## src/rtl/arp_pkg.sv

```systemverilog
// Shared ARP frame constants, word indices, FSM state and field payload for the RX and TX paths.
package arp_pkg;

    localparam logic [15:0] MAC_TYPE_ARP    = 16'h0806;
    localparam logic [15:0] HARDWARE_TYPE   = 16'h0001;
    localparam logic [15:0] PROTOCOL_TYPE   = 16'h0800;
    localparam logic [7:0]  HARDWARE_LEN    = 8'd6;
    localparam logic [7:0]  PROTOCOL_LEN    = 8'd4;
    localparam logic [15:0] OPERATION_REQ   = 16'h0001;
    localparam logic [15:0] OPERATION_REPLY = 16'h0002;

    // Word indices within the frame, SOP word is index 0
    localparam int unsigned W_ETYPE  = 3;
    localparam int unsigned W_PTYPE  = 4;
    localparam int unsigned W_OPER   = 5;
    localparam int unsigned W_SHA_LO = 6;
    localparam int unsigned W_SPA    = 7;
    localparam int unsigned W_TPA_HI = 9;
    localparam int unsigned W_TPA_LO = 10;

    typedef enum logic [2:0] {
        ST_IDLE,
        ST_RECV,
        ST_DROP,
        ST_DISCARD,
        ST_COMMIT
    } arp_rx_state_t;

    typedef struct packed {
        logic [15:0] oper;
        logic [47:0] sha;
        logic [31:0] spa;
        logic [31:0] tpa;
    } arp_fields_t;

    function automatic logic is_arp_oper(input logic [15:0] oper);
        return (oper == OPERATION_REQ) || (oper == OPERATION_REPLY);
    endfunction

endpackage

```

## src/rtl/arp_rx_csr.sv

```systemverilog
// ARP receiver register file: control bits, latched frame fields, counters, read mux and interrupt.
module arp_rx_csr
    import arp_pkg::*;
(
    input  logic        i_clk,
    input  logic        i_rst,
    input  logic        i_write,
    input  logic [2:0]  i_address,
    input  logic [3:0]  i_byteenable,
    input  logic [31:0] i_writedata,
    output logic [31:0] o_readdata,
    output logic        o_irq,
    input  logic        i_commit,
    input  arp_fields_t i_fields,
    input  logic        i_bad_inc,
    output logic        o_en,
    output logic        o_filter,
    output logic [31:0] o_local_ip
);

    logic        r_en;
    logic        r_filter;
    logic        r_irq_en;
    logic        r_rx_valid;
    logic        r_irq;
    logic [31:0] r_local_ip;
    logic [15:0] r_good_cnt;
    logic [15:0] r_bad_cnt;
    arp_fields_t r_lat;

    logic        w_wr_ctrl;
    logic        w_wr_cnt;
    logic        w_rx_valid_nxt;
    logic        w_irq_en_nxt;

    assign w_wr_ctrl = i_write && (i_address == 3'd0);
    assign w_wr_cnt  = i_write && (i_address == 3'd5);

    // A commit in the same cycle as W1C leaves rx_valid set
    always_comb begin
        w_rx_valid_nxt = r_rx_valid;
        w_irq_en_nxt   = r_irq_en;
        if (w_wr_ctrl && i_byteenable[0]) begin
            w_irq_en_nxt = i_writedata[2];
        end
        if (w_wr_ctrl && i_byteenable[1] && i_writedata[8]) begin
            w_rx_valid_nxt = 1'b0;
        end
        if (i_commit) begin
            w_rx_valid_nxt = 1'b1;
        end
    end

    always_ff @(posedge i_clk or posedge i_rst) begin
        if (i_rst) begin
            r_en       <= 1'b0;
            r_filter   <= 1'b0;
            r_irq_en   <= 1'b0;
            r_rx_valid <= 1'b0;
            r_irq      <= 1'b0;
            r_local_ip <= 32'h0;
            r_good_cnt <= 16'h0;
            r_bad_cnt  <= 16'h0;
            r_lat      <= '0;
        end else begin
            r_irq_en   <= w_irq_en_nxt;
            r_rx_valid <= w_rx_valid_nxt;
            r_irq      <= w_rx_valid_nxt && w_irq_en_nxt;
            if (w_wr_ctrl && i_byteenable[0]) begin
                r_en     <= i_writedata[0];
                r_filter <= i_writedata[1];
            end
            if (i_write && (i_address == 3'd1)) begin
                for (int b = 0; b < 4; b++) begin
                    if (i_byteenable[b]) begin
                        r_local_ip[8*b +: 8] <= i_writedata[8*b +: 8];
                    end
                end
            end
            if (i_commit) begin
                r_lat <= i_fields;
            end
            // Clear beats a same-cycle increment
            if (w_wr_cnt) begin
                r_good_cnt <= 16'h0;
                r_bad_cnt  <= 16'h0;
            end else begin
                if (i_commit) begin
                    r_good_cnt <= r_good_cnt + 16'd1;
                end
                if (i_bad_inc) begin
                    r_bad_cnt <= r_bad_cnt + 16'd1;
                end
            end
        end
    end

    always_comb begin
        o_readdata = 32'h0;
        case (i_address)
            3'd0:    o_readdata = {r_lat.oper, 7'h0, r_rx_valid, 5'h0, r_irq_en, r_filter, r_en};
            3'd1:    o_readdata = r_local_ip;
            3'd2:    o_readdata = r_lat.sha[47:16];
            3'd3:    o_readdata = {16'h0, r_lat.sha[15:0]};
            3'd4:    o_readdata = r_lat.spa;
            3'd5:    o_readdata = {r_bad_cnt, r_good_cnt};
            3'd6:    o_readdata = r_lat.tpa;
            default: o_readdata = 32'h0;
        endcase
    end

    assign o_irq      = r_irq;
    assign o_en       = r_en;
    assign o_filter   = r_filter;
    assign o_local_ip = r_local_ip;

endmodule

```

## src/rtl/arp_receiver.sv

```systemverilog
// Avalon-ST ARP frame parser: validates header, filters on target IP and hands fields to the CSR block.
module arp_receiver
    import arp_pkg::*;
#(
    parameter int unsigned MAX_WORDS = 16
) (
    input  logic        csi_clock_clk,
    input  logic        csi_clock_reset,
    input  logic [31:0] asi_snk0_data,
    input  logic        asi_snk0_valid,
    input  logic        asi_snk0_startofpacket,
    input  logic        asi_snk0_endofpacket,
    input  logic [1:0]  asi_snk0_empty,
    output logic        asi_snk0_ready,
    input  logic        avs_s0_write,
    input  logic        avs_s0_read,
    input  logic [2:0]  avs_s0_address,
    input  logic [3:0]  avs_s0_byteenable,
    input  logic [31:0] avs_s0_writedata,
    output logic [31:0] avs_s0_readdata,
    output logic        ins_irq0_irq
);

    localparam int unsigned KW = $clog2(MAX_WORDS);

    arp_rx_state_t r_state;
    logic [KW-1:0] r_k;
    logic          r_ready;
    logic          r_commit;
    logic          r_bad_inc;
    arp_fields_t   r_cap;

    logic          w_en;
    logic          w_filter;
    logic [31:0]   w_local_ip;
    logic          w_acc;
    logic          w_sop;
    logic          w_eop;
    logic          w_fail;
    arp_fields_t   w_cap;
    logic          w_unused;

    assign w_acc    = asi_snk0_valid && r_ready;
    assign w_sop    = asi_snk0_startofpacket;
    assign w_eop    = asi_snk0_endofpacket;
    assign w_unused = ^{asi_snk0_empty, avs_s0_read};

    // Header checks and field capture for the word at index r_k
    always_comb begin
        w_fail = 1'b0;
        w_cap  = r_cap;
        if (r_k == KW'(W_ETYPE) && asi_snk0_data != {MAC_TYPE_ARP, HARDWARE_TYPE}) begin
            w_fail = 1'b1;
        end
        if (r_k == KW'(W_PTYPE) && asi_snk0_data != {PROTOCOL_TYPE, HARDWARE_LEN, PROTOCOL_LEN}) begin
            w_fail = 1'b1;
        end
        if (r_k == KW'(W_OPER)) begin
            w_fail         = !is_arp_oper(asi_snk0_data[31:16]);
            w_cap.oper     = asi_snk0_data[31:16];
            w_cap.sha[47:32] = asi_snk0_data[15:0];
        end
        if (r_k == KW'(W_SHA_LO)) begin
            w_cap.sha[31:0] = asi_snk0_data;
        end
        if (r_k == KW'(W_SPA)) begin
            w_cap.spa = asi_snk0_data;
        end
        if (r_k == KW'(W_TPA_HI)) begin
            w_cap.tpa[31:16] = asi_snk0_data[15:0];
        end
        if (r_k == KW'(W_TPA_LO)) begin
            w_cap.tpa[15:0] = asi_snk0_data[31:16];
        end
    end

    always_ff @(posedge csi_clock_clk or posedge csi_clock_reset) begin
        if (csi_clock_reset) begin
            r_state   <= ST_IDLE;
            r_k       <= '0;
            r_ready   <= 1'b0;
            r_commit  <= 1'b0;
            r_bad_inc <= 1'b0;
            r_cap     <= '0;
        end else begin
            r_ready   <= 1'b1;
            r_commit  <= 1'b0;
            r_bad_inc <= 1'b0;
            case (r_state)
                ST_IDLE, ST_COMMIT: begin
                    r_state <= ST_IDLE;
                    if (w_acc && w_sop) begin
                        r_state <= w_en ? ST_RECV : ST_DISCARD;
                        r_k     <= KW'(1);
                    end
                end
                ST_RECV: begin
                    if (w_acc) begin
                        if (w_sop) begin
                            r_bad_inc <= 1'b1;
                            r_state   <= w_en ? ST_RECV : ST_DISCARD;
                            r_k       <= KW'(1);
                        end else begin
                            r_cap <= w_cap;
                            if (w_fail) begin
                                r_bad_inc <= 1'b1;
                                r_state   <= w_eop ? ST_IDLE : ST_DROP;
                            end else if (w_eop) begin
                                if (r_k >= KW'(W_TPA_LO) && (!w_filter || w_cap.tpa == w_local_ip)) begin
                                    r_commit <= 1'b1;
                                    r_state  <= ST_COMMIT;
                                end else begin
                                    r_bad_inc <= 1'b1;
                                    r_state   <= ST_IDLE;
                                end
                            end else if (r_k == KW'(MAX_WORDS - 1)) begin
                                r_bad_inc <= 1'b1;
                                r_state   <= ST_DROP;
                            end else begin
                                r_k <= r_k + KW'(1);
                            end
                        end
                    end
                end
                ST_DROP, ST_DISCARD: begin
                    if (w_acc) begin
                        if (w_sop) begin
                            r_state <= w_en ? ST_RECV : ST_DISCARD;
                            r_k     <= KW'(1);
                        end else if (w_eop) begin
                            r_state <= ST_IDLE;
                        end
                    end
                end
                default: r_state <= ST_IDLE;
            endcase
        end
    end

    assign asi_snk0_ready = r_ready;

    arp_rx_csr u_csr (
        .i_clk        (csi_clock_clk),
        .i_rst        (csi_clock_reset),
        .i_write      (avs_s0_write),
        .i_address    (avs_s0_address),
        .i_byteenable (avs_s0_byteenable),
        .i_writedata  (avs_s0_writedata),
        .o_readdata   (avs_s0_readdata),
        .o_irq        (ins_irq0_irq),
        .i_commit     (r_commit),
        .i_fields     (r_cap),
        .i_bad_inc    (r_bad_inc),
        .o_en         (w_en),
        .o_filter     (w_filter),
        .o_local_ip   (w_local_ip)
    );

endmodule
```

## config.mk

```make
export PLATFORM = sky130hd
export DESIGN_NAME = arp_receiver
export DESIGN_NICKNAME = d
export VERILOG_FILES = /design/src/rtl/arp_pkg.sv /design/src/rtl/arp_rx_csr.sv /design/src/rtl/arp_receiver.sv
export SDC_FILE = /design/constraint.sdc
export NUM_CORES = 1
export LEC_CHECK = 0
export CAP_MARGIN = 40
export CORE_MARGIN = 3
export CORE_UTILIZATION = 25
export DETAILED_ROUTE_END_ITERATION = 6
export SYNTH_ARGS = -nofsm -noshare
export SYNTH_HDL_FRONTEND = slang
export SYNTH_SLANG_ARGS = --single-unit
```

## constraint.sdc

```tcl
create_clock -name csi_clock_clk -period 23.8 [get_ports csi_clock_clk]
set_input_delay 3.57 -clock csi_clock_clk [delete_from_list [all_inputs] [get_ports csi_clock_clk]]
set_output_delay 3.57 -clock csi_clock_clk [all_outputs]
set_load 0.01 [all_outputs]
```

Word level (Yosys, flattened, before mapping)

Index checks and enable logic that the tools add are counted.

Div/mod/pow operators: 0
$add $sub $neg: 3
Reduce and logical (&&, ||, !) cells: 33
Multiplexer cells: 48
Shift operators: 0
$lt $le $gt $ge: 1
Bitwise logic cells: 1
Multiply operators: 0
Equal/unequal tests: 32

Operators with widths:

| cell                    | number |
|---|---|
| $pmux W32 S7            | 1 |
| $mux W16                | 6 |
| $ne A32 B28 Y1 const B  | 2 |
| $add A16 B1 Y16 const B | 2 |
| $eq A32 B32 Y1          | 1 |
| $mux W4                 | 8 |
| $mux W3                 | 9 |
| $mux W1                 | 19 |
| $eq A16 B1 Y1 const B   | 1 |
| $eq A16 B2 Y1 const B   | 1 |
| $eq A4 B3 Y1 const B    | 4 |
| $reduce_and A4 Y1       | 4 |
| $eq A3 B2 Y1 const B    | 4 |
| $eq A3 B3 Y1 const B    | 4 |
| $eq A4 B4 Y1 const B    | 3 |
| $logic_and A1 B1 Y1     | 12 |
| $ne A3 B3 Y1 const B    | 4 |
| $pmux W4 S3             | 1 |
| $pmux W3 S3             | 1 |
| $ne A2 B2 Y1 const B    | 4 |
| $reduce_and A2 Y1       | 4 |
| $reduce_and A8 Y1       | 1 |
| $eq A3 B1 Y1 const B    | 2 |
| $logic_not A3 Y1        | 2 |
| other kinds (12)        | 18 |

Bits in registers: 335
Memories kept: 0
Bits in latches: 0
ROM bits: 0
Bits in writable memories: 0
Output and inout port bits: 34

Longest topological paths before layout

Gate-level depths: netlist of the first run.

Depth after elaboration: 11
Mapped depth: 11

Hierarchy

Synthesis of the first run repeated with hierarchy kept, for this count alone.

Cells, all modules: 1286
Area total of the unflattened synthesis: 15984.1 um^2

By module, submodules not included:

| module       | area an instance (um^2) | times used | seq. area each (um^2) | cells each |
|---|---|---|---|---|
| arp_rx_csr   | 9606.7                  | 1          | 4929.7                | 746 |
| arp_receiver | 6377.4                  | 1          | 3453.3                | 540 |

Worst setup path after synthesis of the first run

OpenSTA, ideal clock, no wires.

Kind: input to output
From: input avs_s0_address[2]
To: output avs_s0_readdata[11]
Arrival: 4.930 ns
Data required time: 20.230 ns
Cell stages on the path: 6
Buffers on the path: 3
Setup slack: 15.300 ns
Path through: clkbuf_1 > nor3b_1 > clkbuf_1 > clkbuf_1 > a22oi_1 > nand3_1

Cells in the longest elaborated chain, start to end: 2
Elaborated cells between the ends (all ways): 8
Those cells by class: eq/ne (6); mux (1); reduce/logical (1)

Ends and longest elaborated chain:

| element                                    | RTL line           | source |
|---|---|---|
| start: declaration                         | arp_receiver.sv:17 | `input logic [2:0] avs_s0_address,` |
| $eq A3 B3 Y1, or another cell as far along | arp_rx_csr.sv:100  | `case (i_address)` |
| $pmux W32 S7 (*)                           | arp_rx_csr.sv:100  |  |
| end: declaration                           | arp_receiver.sv:20 | `output logic [31:0] avs_s0_readdata,` |

Every way passes the cells marked *; elsewhere a longest branch is shown, timed or not.

Worst setup path after layout of the first run

From: input avs_s0_address[2]
To: output avs_s0_readdata[19]

Same word-level chain as after synthesis.

==> summary.md, run 1 <==
| Metric | Value |
|---|---|
| Run status | complete, but fails checks |
| Failing checks | design-rule violations |
| Final setup violating endpoints | 0 |
| Peak VDD IR | 37.6 uV |
| Antenna violations before repair | 7 |
| Htree depth | 2 |
| Endpoints failing hold | 0 |
| Routed wire per std cell | 21.9 um |
| Clk pwr share | 0.442 |
| Register clock-pin slew on the reported worst setup and hold paths | 60 ps |
| Slew HR | 0.427 |
| Setup crit end kind | primary output |
| Async SR Flop Fraction | 1.00 |
| Vias in the first global route | 10700 |
| Synth Register Bits | 335 |
| First-pass detailed-route iteration total | 7 |
| Yosys warnings | 0 |
| Die footprint | 63400 sq um |
| Synth area leaders | dfrtp_1 56%, mux2_2 21%, a22oi_1 4.4% |
| RSZ-0062 raised after global routing | false |
| Resize count post-CTS | 0 |
| Reg2reg start | r_k[0]$_DFFE_PP0P_ |
| Combinational power share | 0.091 |
| Clock sinks | 335 |
| Cell Rows | 89 |
| Top Ports | 114 |
| Area grow syn2layout | 22.1% |
| Largest area contributor in the netlist | dfrtp_1 |
| Antenna-violating nets left | 0 |
| Synthesized area per cell | 12.6 sq um |
| Setup tns final | 0 ps |
| Num CTS Buffers | 37 |
| Drt total wl | 46200 um |
| Clock root buffer | clkbuf_16 |
| DRC Markers | 1 |
| Syn Nets | 1281 |
| Register area | 8390 sq um |
| Max clock buf depth | 3 |
| Reg2Reg Setup Slack | 20290 ps |
| Worst-Margin Slew | 859 ps |
| Internal | 0.00101 W |
| CTS tree | yes |
| Min-delay worst type | reg2reg |
| Mapped Cells | 1195 |
| Dpl hpwl | 32200 um |
| Largest net degree at the start of global routing | 124 |
| Yosys top cell area share | 0.555 |
| Final Net Count | 1386 |
| Sw Ratio | 0.251 |
| EDFF count, synth | 0 |
| Final Skew | 15.1 ps |
| Multi-input gate area | 6310 sq um |
| Worst EP required | 20230 ps |
| HP Start | r_cap[123]$_DFFE_PP0P_ |
| Worst setup SP type | input port |
| Max-cap violations | 0 |
| Sequential Power Share | 0.467 |
| Total GRT Usage | 0.144 |
| Top FF cell, synth | dfrtp_1 |
| PwrDens | 73.1 nW/um^2 |
| Fillers | 5919 |
| DRT iter0 DRCs | 773 |
| Yosys cell types | 65 |
| GP Congestion | 0.919 |
| Post-synthesis instance area | 15100 sq um |
| First-pass GRT wire length | 69300 um |
| Final core utilization | 0.311 |
| Via count | 10400 |
| Die Wd | 252 um |
| Worst setup path startpoint | avs_s0_address[2] |
| Max Slew Vio Count | 0 |
| Placed insts | 2034 |
| Post-CTS Hold Fix Bufs | 0 |
| Final worst path period need | 9850 ps |
| Switch Pwr | 0.000338 W |
| Core Region | 59400 sq um |
| Non-Filler Instances | 2104 |
| Post CTS Setup Buffer Count | 0 |
| Latest clock arrival within the worst-skew pair | 530 ps |
| Layout cell share with drive strength beyond 1 | 0.284 |
| Fmax | 101 MHz |
| LEAKAGE | 8.44 nW |
| Port bufs | 110 |
| Crit path DAT | 6280 ps |
| Max Fanout on Critical Path | 29 |
| Worst Path Class, Setup | in2out |
| Crit share post-route | 0.414 |
| Initial Utilization | 0.254 |
| Die Ht | 252 um |
| Grt ovf | 0 |
| Seq/Total Area, Yosys | 0.555 |
| Average vias per placed instance | 4.94 |
worst paths after layout:
| path | cells after the start | endpoint |
|---|---|---|
| worst max-delay path | 6 | avs_s0_readdata[19] |
| worst min-delay path | 1 | u_csr.r_lat[123]$_DFFE_PP0P_ |
| worst max register to register | 9 | r_bad_inc$_DFF_PP0_ |
| worst min register to register | 1 | u_csr.r_lat[123]$_DFFE_PP0P_ |
| max in group asynchronous | 6 | u_csr.r_lat[124]$_DFFE_PP0P_ |
| min in group asynchronous | 2 | u_csr.r_good_cnt[6]$_DFFE_PP0P_ |
power groups by stage:
stage	sequential (W)	clock (W)	combinational, W
5_1_grt	0.000631	0.000631	0.000133
4_1_cts	0.000629	0.000607	0.000123
3_5_place_dp	0.000639	0	0.000122
2_1_floorplan	0.000619	0	0.0000686
6_report	0.000630	0.000595	0.000122
3_3_place_gp	0.000638	0	0.000118
logic make-up after synthesis:
group / after synthesis / synth area share
AND/OR/NAND/NOR: 218 / 0.0740
other: 1 / 0.000248
XOR/XNOR: 47 / 0.0273
buffers and inverters: 102 / 0.0280
flip-flops: 335 / 0.555
multiplexers: 302 / 0.224
AO/OA/AOI/OAI: 184 / 0.0863
adder cells (fa/ha/maj): 6 / 0.00497
placed cells by master, fill, tap and decap left out, drive strengths merged, types with 20 or more instances in the layout:
cell type / count
buf: 20
inv: 41
mux2: 286
nor2: 49
xor2: 31
clkbuf: 55
o21ai: 27
dfrtp: 335
a22oi: 89
nand2: 44
nand3: 47
clkdlybuf4s50: 110
layout make-up:
type / instances / area share
Tap cell: 773 / 0.0525
Inverter: 38 / 0.00814
Clock buffer: 55 / 0.0616
Multi-Input combinational cell: 758 / 0.342
Timing Repair Buffer: 130 / 0.0720
Antenna cell: 3 / 0.000407
Clock inverter: 12 / 0.00808
Sequential cell: 335 / 0.455
stage by stage:
step	hold WS [ps]	area [sq um]	power (W)	setup slack (ps)
2_1_floorplan	459	15100	0.000688	10950
3_3_place_gp	468	17000	0.000756	13950
3_5_place_dp	481	17100	0.000761	13980
4_1_cts	495	18400	0.00136	13970
5_1_grt	507	18400	0.00140	13790
6_report	496	18400	0.00135	13950
flip-flops by register name, summed over array words and instances (netlist names):
register          cells
u_csr.r_irq_en        1
r_bad_inc             1
u_csr.o_filter        1
u_csr.o_local_ip     32
r_state               3
u_csr.r_bad_cnt      16
asi_snk0_ready        1
r_commit              1
r_cap               128
u_csr.o_irq           1
u_csr.r_good_cnt     16
u_csr.o_en            1
u_csr.r_lat         128
r_k                   4
u_csr.r_rx_valid      1
cells in the mapped netlist (all sizes together) (2+ instances only):
library cell / n
inv: 38
a21oi: 15
xnor2: 16
or3: 8
a221oi: 5
nor2b: 2
nand4b: 3
o21ai: 27
and3: 7
o31ai: 2
nand3b: 5
nor4: 6
nor3: 10
xor2: 31
dfrtp: 335
buf: 18
and3b: 4
nand3: 47
and2: 5
nand2: 44
mux2i: 16
a2111oi: 3
a31oi: 5
mux2: 286
a221o: 2
a211oi: 3
o22ai: 13
a22o: 2
nand2b: 2
a22oi: 89
ha: 6
nor2: 49
or4: 3
clkbuf: 46
nor3b: 4
nand4: 15
o21a: 2
a222oi: 2
metal layers:
layer  wire (um)  part of all wire  GRT usage  vias up
met1       20000              0.43      0.188     5424
met5          41           0.00089          0        -
li1            -                 -          -     4585
met4        1310             0.028     0.0457        6
met2       22000              0.48      0.237      284
met3        2820             0.061     0.0353       87
worst max-delay path: stages:
cell and delay (ps):
clkdlybuf4s50_1 940, nor3b_2 280, buf_4 420, a22oi_1 200
nand3_1 220, clkdlybuf4s50_1 580
Note: power is estimated with default switching activity, not from simulation.
==> run 2, diff against run 1 <==
Clock period 23.8 ns to 10.33 ns, I/O delays scaled along.
==> run 2 against run 1 <==
Compared with the run above: the run now ends clean; register-to-register slack worse by 13000 ps; power up 130%; largest power group unchanged; first-iteration DRC count up 32%; cell count down 0.48%; utilization down 0.26 points; final area down 0.82%; highest routed layer unchanged; clock power up 120%; sequential power up 130%; wire length up 0.75%; combinational power up 130%.
==> summary.md, run 2 (synthesis gave the netlist of run 1 again) <==
| Metric | Value |
|---|---|
| Run status | finished, final reports clean |
| Resize count post-CTS | 0 |
| Post-route cell area | 18300 sq um |
| Die footprint | 63400 sq um |
| Worst EP required | 8780 ps |
| Antenna-violating nets left | 0 |
| DRC Markers | 0 |
| Final Skew | 19.9 ps |
| Most common cell after layout, fill and taps aside | dfrtp_1 |
| First-pass GRT wire length | 69700 um |
| LEAKAGE | 8.37 nW |
| Routed wire per std cell | 22.2 um |
| Num CTS Buffers | 35 |
| Worst setup SP type | input port |
| Top Ports | 114 |
| Latest clock arrival within the worst-skew pair | 520 ps |
| Port bufs | 110 |
| Reg2reg start | r_k[0]$_DFFE_PP0P_ |
| Peak VDD IR | 89.9 uV |
| Core Region | 59400 sq um |
| Endpoints failing hold | 0 |
| Crit path capture | avs_s0_readdata[7] |
| Min-delay worst type | reg2reg |
| Final setup violating endpoints | 0 |
| Crit path DAT | 4210 ps |
| Most frequent cells in the layout | 334 x dfrtp_1, 282 x mux2_2, 110 x clkdlybuf4s50_1, 89 x a22oi_1, 47 x nand3_1 |
| Initial Utilization | 0.254 |
| Htree depth | 2 |
| R2r endpoint | r_bad_inc$_DFF_PP0_ |
| Drt total wl | 46500 um |
| Post CTS Setup Buffer Count | 0 |
| Slew HR | 0.310 |
| Die Ht | 252 um |
| CTS tree | yes |
| Average vias per placed instance | 5.00 |
| Setup tns final | 0 ps |
| Setup crit end kind | primary output |
| DRT iter0 DRCs | 1024 |
| Final Net Count | 1381 |
| Fmax | 174 MHz |
| Register clock-pin slew on the reported worst setup and hold paths | 60 ps |
| Max Slew Vio Count | 0 |
| Max-cap violations | 0 |
| Worst-Margin Slew | 1030 ps |
| Layout cell share with drive strength beyond 1 | 0.281 |
| Crit share post-route | 0.558 |
| Max clock buf depth | 3 |
| Reg2Reg Setup Slack | 6810 ps |
| Cell Rows | 89 |
| Worst Path Class, Setup | in2out |
| RSZ-0062 raised after global routing | false |
| Final worst path period need | 5760 ps |
| Max Fanout on Critical Path | 31 |
| Clock root buffer | clkbuf_16 |
| Placed Area | 17100 sq um |
| Largest net degree at the start of global routing | 182 |
| Antenna violations before repair | 4 |
| Die Wd | 252 um |
| Post-CTS Hold Fix Bufs | 0 |
| Vias in the first global route | 10800 |
| Via count | 10500 |
| FF-to-FF path depth | 9 |
| Area grow syn2layout | 21.1% |
| Worst setup path startpoint | avs_s0_address[2] |
| Total GRT Usage | 0.145 |
| Clock sinks | 335 |
| Grt ovf | 0 |
| PwrDens | 167 nW/um^2 |
| First-pass detailed-route iteration total | 5 |
| Dpl hpwl | 32100 um |
| GP Congestion | 0.892 |
## run 2: changes by cell type in the layout (fill, tap and decap cells not counted), sizes merged
cell      before  now
bufinv         3    5
clkbuf        55   45
clkinv         5   10
inv           41   38
buf           20   17
diode          3    1
clkinvlp       1    2
## run 2: worst min-delay path by stage
stage                           startpoint                           end  slack (ps)  depth (start not counted)
CTS                 r_cap[114]$_DFFE_PP0P_  u_csr.r_lat[114]$_DFFE_PP0P_         490                          1
finish               r_cap[98]$_DFFE_PP0P_   u_csr.r_lat[98]$_DFFE_PP0P_         490                          1
global placement    r_cap[126]$_DFFE_PP0P_        r_cap[126]$_DFFE_PP0P_         470                          1
global route         r_cap[76]$_DFFE_PP0P_         r_cap[76]$_DFFE_PP0P_         510                          1
detailed placement   r_cap[49]$_DFFE_PP0P_         r_cap[49]$_DFFE_PP0P_         480                          1
floorplan           r_cap[113]$_DFFE_PP0P_        r_cap[113]$_DFFE_PP0P_         460                          1
## run 2: metrics by stage
stage / cells / total power [W] / hold slack [ps] / utilization / setup slack, ps
4_1_cts: 2093 / 0.00308 / 488 / 0.308 / 4550
2_1_floorplan: 1195 / 0.00159 / 459 / - / 4300
6_report: 2094 / 0.00305 / 491 / 0.308 / 4570
5_1_grt: 2093 / 0.00316 / 508 / 0.308 / 4410
3_5_place_dp: 2031 / 0.00175 / 479 / 0.288 / 4560
3_3_place_gp: 2028 / 0.00175 / 468 / 0.287 / 4530
## run 2: worst max-delay path: stages
cell,delay [ps]
clkdlybuf4s50_1,920
and3b_1,270
buf_4,440
a22oi_1,240
nand3_1,190
clkdlybuf4s50_1,580
## run 2: area by class of cell
cell class              count  area, sq um
diodes                      1         2.50
clock buffers              45          973
clock inverters            17          224
fillers                  5911        41100
inverters                  38          146
multi-input cells         758         6310
flip-flops and latches    335         8390
well taps                 773          967
repair buffers            127         1270
## run 2: layer usage
| metal | up-vias | wire [um] | track usage |
|---|---|---|---|
| met2 | 310 | 21900 | 0.236 |
| li1 | 4560 | - | - |
| met4 | 6 | 1510 | 0.0486 |
| met3 | 92 | 2740 | 0.0313 |
| met5 | - | 34 | 0 |
| met1 | 5492 | 20300 | 0.190 |
## run 2: power breakdown
part / internal (W) / switching [W]
sequential: 0.00136 / 0.0000898
combinational: 0.000123 / 0.000155
clock: 0.000793 / 0.000529
total: 0.00228 / 0.000774
==> run 3, diff against run 2 <==
Clock period 10.33 ns to 5.7 ns, I/O delays scaled along.
==> run 3 against run 2 <==
Compared with the run above: critical path depth rose by 1; power grew 79%; clock power increased by 77%; clock-buffer cell count rose by 2; wire length shrank 0.33%; non-clock buffer count up 5; die area stayed put; register-to-register slack worse by 4500 ps; utilization about the same; critical path type unchanged.
==> summary.md, run 3 (synthesis gave the netlist of run 1 again) <==
| Metric | Value |
|---|---|
| Max Slew Vio Count | 0 |
| Vias in the first global route | 10900 |
| Clock sinks | 335 |
| Routed wire per std cell | 22.1 um |
| GP Congestion | 0.947 |
| Switch Pwr | 0.00139 W |
| Most common cell after layout, fill and taps aside | dfrtp_1 |
| Clk pwr share | 0.426 |
| Sw Ratio | 0.255 |
| Initial Utilization | 0.254 |
| Average vias per placed instance | 5.00 |
| Final setup violating endpoints | 0 |
| Worst path buffer plus inverter count | 3 |
| First-pass GRT wire length | 69900 um |
| Crit. path cell count | 7 |
| Worst stage delay on the critical path | 920 ps |
| Post CTS Setup Buffer Count | 0 |
| Endpoints failing hold | 0 |
| Dpl hpwl | 32600 um |
| DRT iter0 DRCs | 930 |
| Crit share post-route | 0.785 |
| Antenna-violating nets left | 0 |
| Reg2Reg Setup Slack | 2310 ps |
| Layout cell share with drive strength beyond 1 | 0.282 |
| Final core utilization | 0.308 |
| Worst setup SP type | input port |
| Core Region | 59400 sq um |
| Max clock buf depth | 3 |
| Largest net degree at the start of global routing | 143 |
| Most frequent cells in the layout | 334 x dfrtp_1, 282 x mux2_2, 110 x clkdlybuf4s50_1, 89 x a22oi_1, 47 x nand3_1 |
| Post-CTS Hold Fix Bufs | 0 |
| Multi-input gate area | 6310 sq um |
| Run status | finished, final reports clean |
| LEAKAGE | 8.38 nW |
| DRC Markers | 0 |
| Cell Rows | 89 |
| Drt total wl | 46300 um |
| Clock root buffer | clkbuf_16 |
| Slew HR | 0.419 |
| Port bufs | 110 |
| Die footprint | 63400 sq um |
| Top Ports | 114 |
| Sequential Power Share | 0.481 |
| Via count | 10500 |
| Setup tns final | 0 ps |
| PwrDens | 299 nW/um^2 |
| Fmax | 223 MHz |
| Htree depth | 2 |
| Worst EP required | 4850 ps |
| Total GRT Usage | 0.145 |
| CP max stage cell | clkdlybuf4s50_1 |
| Die Wd | 252 um |
| Max Fanout on Critical Path | 29 |
| Peak VDD IR | 181 uV |
| Reg2reg start | r_k[0]$_DFFE_PP0P_ |
| Register area | 8390 sq um |
| CP top delay family | buffers and inverters |
| Worst setup path startpoint | avs_s0_address[2] |
| Worst Hold Path Cells | 1 |
| CP dominant cell by count | clkdlybuf4s50_1 |
| Worst Path Class, Setup | in2out |
| Setup crit end kind | primary output |
| Area grow syn2layout | 21.2% |
| Internal | 0.00408 W |
| Max-cap violations | 0 |
| Final Skew | 26.5 ps |
| Pwr Total | 0.00547 W |
| FF-to-FF path depth | 9 |
| Die Ht | 252 um |
| Combinational power share | 0.093 |
| HP Start | r_cap[113]$_DFFE_PP0P_ |
| CTS tree | yes |
| Crit path DAT | 3620 ps |
| First-pass detailed-route iteration total | 6 |
| RSZ-0062 raised after global routing | false |
| Final Net Count | 1387 |
| Antenna violations before repair | 5 |
| Register clock-pin slew on the reported worst setup and hold paths | 60 ps |
| Resize count post-CTS | 0 |
| Min-delay worst type | reg2reg |
| Worst path cell trace | clkdlybuf4s50_1 > nand2_1 > nor2_2 > buf_4 > a22oi_1 > nand3_1 > clkdlybuf4s50_1 |
| Num CTS Buffers | 36 |
| Final worst path period need | 4480 ps |
| Fillers | 5904 |
| Worst-Margin Slew | 871 ps |
| Grt ovf | 0 |
| Latest clock arrival within the worst-skew pair | 550 ps |
## run 3: cell count changes in the layout (fill, tap and decap cells not counted), moves of 2 or more
cell	previous run	this run
buf_4	13	18
bufinv_16	5	3
clkbuf_16	35	37
clkinv_4	2	0
## run 3: power groups by stage
stage               logic, W  registers, W  clock network, W
floorplan           0.000287       0.00259                 0
global placement    0.000500       0.00267                 0
detailed placement  0.000509       0.00267                 0
CTS                 0.000513       0.00263           0.00238
global route        0.000557       0.00264           0.00248
finish              0.000509       0.00263           0.00233
## run 3: area by class of cell
class | count | area share
multi-input combinational | 758 | 0.345
antenna | 2 | 0.000274
timing repair buffer | 132 | 0.0718
inverter | 38 | 0.00800
tap | 773 | 0.0529
sequential | 335 | 0.458
clock buffer | 47 | 0.0554
clock inverter | 13 | 0.00821
## run 3: through the flow
stage / hold slack (ps) / instances / worst slack [ps] / area, sq um
after floorplan: 459 / 1195 / 368 / 15100
after global placement: 470 / 2033 / 1280 / 17100
after detailed placement: 481 / 2036 / 1280 / 17100
after CTS: 493 / 2096 / 1280 / 18300
after global routing: 507 / 2096 / 1200 / 18300
final: 492 / 2098 / 1220 / 18300
## run 3: worst paths after layout
check / to
worst max-delay path: avs_s0_readdata[19]
worst min-delay path: r_cap[113]$_DFFE_PP0P_
worst max register to register: r_bad_inc$_DFF_PP0_
worst min register to register: r_cap[113]$_DFFE_PP0P_
max in group asynchronous: r_cap[61]$_DFFE_PP0P_
min in group asynchronous: u_csr.r_lat[39]$_DFFE_PP0P_
## run 3: per-layer routing
metal | vias up | track usage | share of wire
met5 | - | 0 | 0.0010
met1 | 5443 | 0.186 | 0.42
met2 | 364 | 0.239 | 0.47
li1 | 4574 | - | -
met3 | 99 | 0.0358 | 0.071
met4 | 8 | 0.0487 | 0.032
